==> config.mk <==
export PLATFORM = sky130hd
export DESIGN_NAME = sha_256_ctrl
export DESIGN_NICKNAME = d
export VERILOG_FILES = /design/src/rtl/sha_256_ctrl.sv
export SDC_FILE = /design/constraint.sdc
export NUM_CORES = 2
export LEC_CHECK = 0
export BUFFER_PORTS_ARGS = -buffer_cell sky130_fd_sc_hd__buf_2
export CORE_AREA = 2 2 422 424
export DETAILED_ROUTE_END_ITERATION = 8
export DIE_AREA = 0 0 424 426
export PLACE_DENSITY = 0.4
export SLEW_MARGIN = 20
export SYNTH_ARGS = -nofsm -noshare
export SYNTH_HDL_FRONTEND = slang
export SYNTH_SLANG_ARGS = --single-unit
==> constraint.sdc <==
create_clock -name clk -period 3.5 [get_ports clk]
set_clock_uncertainty 0.1 [all_clocks]
set_input_delay 0.35 -clock clk [delete_from_list [all_inputs] [get_ports clk]]
set_output_delay 0.35 -clock clk [all_outputs]
set_load 0.01 [all_outputs]
==> src/rtl/sha_256_ctrl.sv <==
// SHA-224/256 message controller: packs 32-bit words into 512-bit blocks, appends
// padding and the 64-bit bit length, sequences an external compression core and holds the digest.
module sha_256_ctrl (
    input  logic         clk,
    input  logic         rst,
    input  logic         mode,
    input  logic [31:0]  in_data,
    input  logic         in_valid,
    input  logic         in_last,
    input  logic [1:0]   in_bytes,
    output logic         in_ready,
    output logic [511:0] core_block,
    output logic         core_start,
    output logic         core_first,
    output logic         core_mode,
    input  logic [255:0] core_hash,
    input  logic         core_done,
    output logic [255:0] digest,
    output logic         digest_valid,
    input  logic         digest_ready
);
    typedef enum logic [2:0] {
        S_IDLE, S_LOAD, S_PAD, S_LEN, S_ISSUE, S_WAIT, S_OUT
    } state_t;

    state_t        r_state;
    state_t        w_next;
    logic [511:0]  r_block;
    logic [4:0]    r_idx;
    logic [63:0]   r_len;
    logic          r_first;
    logic          r_final;
    logic          r_more;
    logic          r_pend;
    logic          r_mode;
    logic          r_core_start;
    logic          r_digest_valid;
    logic [255:0]  r_digest;

    logic          w_accept;
    logic [3:0]    w_widx;
    logic [5:0]    w_nbits;
    logic [31:0]   w_word;
    logic          w_full_last;

    // Final partial word: keep the valid bytes, put the 0x80 marker right after them.
    function automatic logic [31:0] pad_word(input logic [31:0] d, input logic [1:0] nb);
        case (nb)
            2'd1:    pad_word = {d[31:24], 8'h80, 16'h0000};
            2'd2:    pad_word = {d[31:16], 8'h80, 8'h00};
            2'd3:    pad_word = {d[31:8], 8'h80};
            default: pad_word = d;
        endcase
    endfunction

    assign in_ready     = rst & ((r_state == S_IDLE) | ((r_state == S_LOAD) & (r_idx < 5'd16)));
    assign w_accept     = in_valid & in_ready;
    assign w_widx       = r_idx[3:0];
    assign w_nbits      = (in_bytes == 2'd0) ? 6'd32 : {1'b0, in_bytes, 3'b000};
    assign w_word       = pad_word(in_data, in_bytes);
    assign w_full_last  = in_last & (in_bytes == 2'd0);

    assign core_block   = r_block;
    assign core_start   = r_core_start;
    assign core_first   = r_first;
    assign core_mode    = r_mode;
    assign digest       = r_digest;
    assign digest_valid = r_digest_valid;

    // State register
    always_ff @(posedge clk) begin
        if (!rst) r_state <= S_IDLE;
        else      r_state <= w_next;
    end

    // Next-state logic; r_pend means the 0x80000000 marker word is still owed at r_idx
    always_comb begin
        w_next = r_state;
        case (r_state)
            S_IDLE: begin
                if (w_accept) w_next = in_last ? S_PAD : S_LOAD;
                else          w_next = S_IDLE;
            end
            S_LOAD: begin
                if (w_accept) begin
                    if (r_idx == 5'd15) w_next = S_ISSUE;
                    else if (in_last)   w_next = S_PAD;
                    else                w_next = S_LOAD;
                end else begin
                    w_next = S_LOAD;
                end
            end
            S_PAD: begin
                if (r_idx == 5'd16)                  w_next = S_ISSUE;
                else if ((r_idx == 5'd14) && !r_pend) w_next = S_LEN;
                else                                  w_next = S_PAD;
            end
            S_LEN:   w_next = S_ISSUE;
            S_ISSUE: w_next = S_WAIT;
            S_WAIT: begin
                if (core_done) begin
                    if (r_final)     w_next = S_OUT;
                    else if (r_more) w_next = S_LOAD;
                    else             w_next = S_PAD;
                end else begin
                    w_next = S_WAIT;
                end
            end
            S_OUT: begin
                if (digest_ready) w_next = S_IDLE;
                else              w_next = S_OUT;
            end
            default: w_next = S_IDLE;
        endcase
    end

    // Block assembly, length counting, core handshake and digest capture
    always_ff @(posedge clk) begin
        if (!rst) begin
            r_block        <= 512'h0;
            r_idx          <= 5'd0;
            r_len          <= 64'h0;
            r_first        <= 1'b0;
            r_final        <= 1'b0;
            r_more         <= 1'b0;
            r_pend         <= 1'b0;
            r_mode         <= 1'b0;
            r_core_start   <= 1'b0;
            r_digest_valid <= 1'b0;
            r_digest       <= 256'h0;
        end else begin
            r_core_start   <= (w_next == S_ISSUE);
            r_digest_valid <= (w_next == S_OUT);
            case (r_state)
                S_IDLE: begin
                    if (w_accept) begin
                        r_block <= {w_word, 480'h0};
                        r_idx   <= 5'd1;
                        r_len   <= {58'h0, w_nbits};
                        r_mode  <= mode;
                        r_first <= 1'b1;
                        r_final <= 1'b0;
                        r_more  <= 1'b0;
                        r_pend  <= w_full_last;
                    end
                end
                S_LOAD: begin
                    if (w_accept) begin
                        r_block[{~w_widx, 5'b00000} +: 32] <= w_word;
                        r_idx  <= r_idx + 5'd1;
                        r_len  <= r_len + {58'h0, w_nbits};
                        r_pend <= w_full_last;
                        r_more <= ~in_last;
                    end
                end
                S_PAD: begin
                    if (w_next == S_PAD) begin
                        r_block[{~w_widx, 5'b00000} +: 32] <= r_pend ? 32'h8000_0000 : 32'h0;
                        r_pend <= 1'b0;
                        r_idx  <= r_idx + 5'd1;
                    end
                end
                S_LEN: begin
                    r_block[63:0] <= r_len;
                    r_final       <= 1'b1;
                end
                S_ISSUE: r_first <= 1'b0;
                S_WAIT: begin
                    if (core_done) begin
                        if (r_final) begin
                            r_digest <= r_mode ? {core_hash[255:32], 32'h0} : core_hash;
                        end else begin
                            r_block <= 512'h0;
                            r_idx   <= 5'd0;
                        end
                    end
                end
                default: ;
            endcase
        end
    end
endmodule

==> impl_metrics.env <==
export IMPL_cp_max_fo=10
export IMPL_cts_tree="built"
export IMPL_finalMaxSlewViolations=0
export IMPL_placed_area_mm2=0.0435
export IMPL_die_area_mm2=0.181
export IMPL_clk_latency_ps=750
export IMPL_path_clk_slew_ps=60
export IMPL_status="finished clean"
export IMPL_power_density_mw_per_mm2=468
export IMPL_routed_via_density=4.75
export IMPL_hold_ws_ps=102
export IMPL_start_kind="flop"
export IMPL_ys_warn_count=0
export IMPL_rows=154
export IMPL_start_util_pct=20.1
export IMPL_leakage_uw=0.0191
export IMPL_cap_viol_max_count=0
export IMPL_layout_min_cycle_time_ps=3360
export IMPL_die_h_um=426
export IMPL_synth_seq_cells=844
export IMPL_die_w_um=424
export IMPL_grt_pass1_vias=35500
export IMPL_cp_cell_sequence="buf_4 -> inv_1 -> ha_1 -> nor3_1 -> a22oi_1 -> a22oi_1 -> nor2_1 -> a21oi_1 -> a21oi_1 -> dlygate4sd3_1"
export IMPL_ir_worst_vdd_mv=0.415
export IMPL_async_reset_ff_share_pct=0
export IMPL_critPathKind="flop to flop"
export IMPL_worstPathRequired_ps=4030
export IMPL_syn_nets=4687
export IMPL_hold_viol=0
export IMPL_grt_max_degree=163
export IMPL_crit_family="compound AO/OA/AOI/OAI gates"
export IMPL_power_uw=23400
export IMPL_synth_edff_count=0
export IMPL_ys_top_cells_by_area="dfxtp_1, nand2_1, nand3_1, o31ai_1, a31oi_1"
export IMPL_crit_path_end_kind="flop"
export IMPL_hold_path_class="input port to flop"
export IMPL_gp_congestion=0.818
export IMPL_cp_arrival_ps=3890
export IMPL_cts_htree_levels=3
export IMPL_rsz0062_at_grt="no"
export IMPL_synth_flop_cell="dfxtp_1"
export IMPL_postRouteAntennaNets=0
export IMPL_synth_top_area_share_pct=47.7
export IMPL_path_buf_inv=3
export IMPL_setup_viol=0
export IMPL_drt_iter0_markers=2747
export IMPL_groute_usage_overall_pct=20.0
export IMPL_drive_gt1_share_pct=25.8
export IMPL_slew_limit_headroom_pct=21.9
export IMPL_finalCritPeriodShare_pct=95.9
export IMPL_overflow=0
export IMPL_fin_area_mm2=0.0500
export IMPL_route_vias_total=37800
export IMPL_synth_cells=4382
export IMPL_max_freq_mhz=298
export IMPL_grt_pass1_wl_um=265000
export IMPL_antenna_found_initial=22
export IMPL_ys_seq_area_share_pct=47.7
export IMPL_area_growth_pct=41.3
export IMPL_synth_area_mm2=0.0354
export IMPL_dp_hpwl_um=130000
export IMPL_avgSynthCellArea_um2=8.08
export IMPL_tns_ps=0
export IMPL_drc_errors=0
export IMPL_fin_nets=5824
export IMPL_slowest_delay_ps=570
export IMPL_slowest_stage="dlygate4sd3_1"
export IMPL_synthMostInstantiatedCell="dfxtp_1"
export IMPL_tritoncts_num_buffers=105
export IMPL_io_pins=1070
export IMPL_numPortBuffers=1069
export IMPL_tightest_slew_ps=1170
export IMPL_cts_buffer_depth=3
export IMPL_synth_largest_area_cell="dfxtp_1"
export IMPL_ys_types=74
export IMPL_drt_first_pass_iters=8
export IMPL_drt_wl_total_um=191000
export IMPL_clock_sinks=844
export IMPL_wl_per_cell_um=24.0
export IMPL_coreArea_mm2=0.176
export IMPL_postLayoutCoreUtil_pct=28.5
export IMPL_clock_tree_root_cell="clkbuf_16"
export IMPL_synth_top_cells_by_count="dfxtp_1, nand2_1, nand3_1"
where the power goes:
group          internal [µW]  total (µW)  switching [µW]
clock network           6680       11400            4760
logic                    697        2190            1500
registers               9690        9750            65.6
total                  17100       23400            6320
metal layers:
layer  vias to the layer above  part of all wire (%)  GRT usage (%)
met1                     18200                    40           23.7
met4                         0                   3.7           7.84
met2                      1330                    48           34.0
li1                      18000                     -              -
met3                       258                   7.6           5.49
met5                         -                     0              0
per-stage QoR:
step / cells / setup WS [ps]
after CTS: 7946 / 191
after global routing: 7952 / 4.98
after floorplan: 4382 / 598
after global placement: 7455 / 278
after detailed placement: 7455 / 246
final: 7956 / 144
kinds of logic after synthesis:
family	share of synthesized area, %
AO/OA/AOI/OAI	23.6
AND/OR/NAND/NOR	21.4
flip-flops	47.7
XOR/XNOR	1.34
adder cells (fa/ha/maj)	0.332
buffers and inverters	5.67
cell type report:
cell class,instances,area [µm²]
Tap cell,2340,2930
Clock buffer,152,3070
Sequential cell,844,16900
Antenna cell,10,25.0
Inverter,20,82.6
Fill cell,19000,126000
Timing Repair Buffer,1513,9840
Multi-Input combinational cell,3035,16700
Clock inverter,42,498
cell usage in the layout, fill, tap and decap left out, types with 35 or more instances in the layout:
cell type      count
nand3_1          432
o2bb2ai_1         71
clkbuf_16        107
buf_2           1068
a31oi_1          295
buf_4            114
nand2_1          618
o21ai_0          129
o32ai_1           35
nor2_1           409
o31ai_1          279
a21oi_1          301
dlygate4sd3_1    297
dfxtp_1          843
xor2_1            43
nand3b_1          36
path summary, 6_finish.rpt:
path	end	start	cells after the start	slack [ps]
max reg2reg	core_block[507]	r_idx[0]	10	140
min	r_state[1]	core_done	4	100
max	core_block[507]	r_idx[0]	10	140
min reg2reg	digest[25]	digest[25]	2	350
worst min-delay path, delay by kind of cell:
| family | cells | cell delay (ps) |
|---|---|---|
| buffers and inverters | 1 | 110 |
| AOI/OAI and AO/OA | 1 | 80 |
| and+or+nand+nor | 2 | 360 |
what timing repair did:
item	4_1_cts	5_1_grt
setup buffers	0	0
hold endpoints to repair	318	0
hold buffers	297	0
setup endpoints to repair	0	37
resized for setup	0	1
registers in the layout (all words and copies together) (netlist names), 3 cells and up:
signal      flops
r_len          61
r_idx           5
digest        256
r_state         3
core_block    512
No activity file was read; power rests on OpenSTA's default activity.
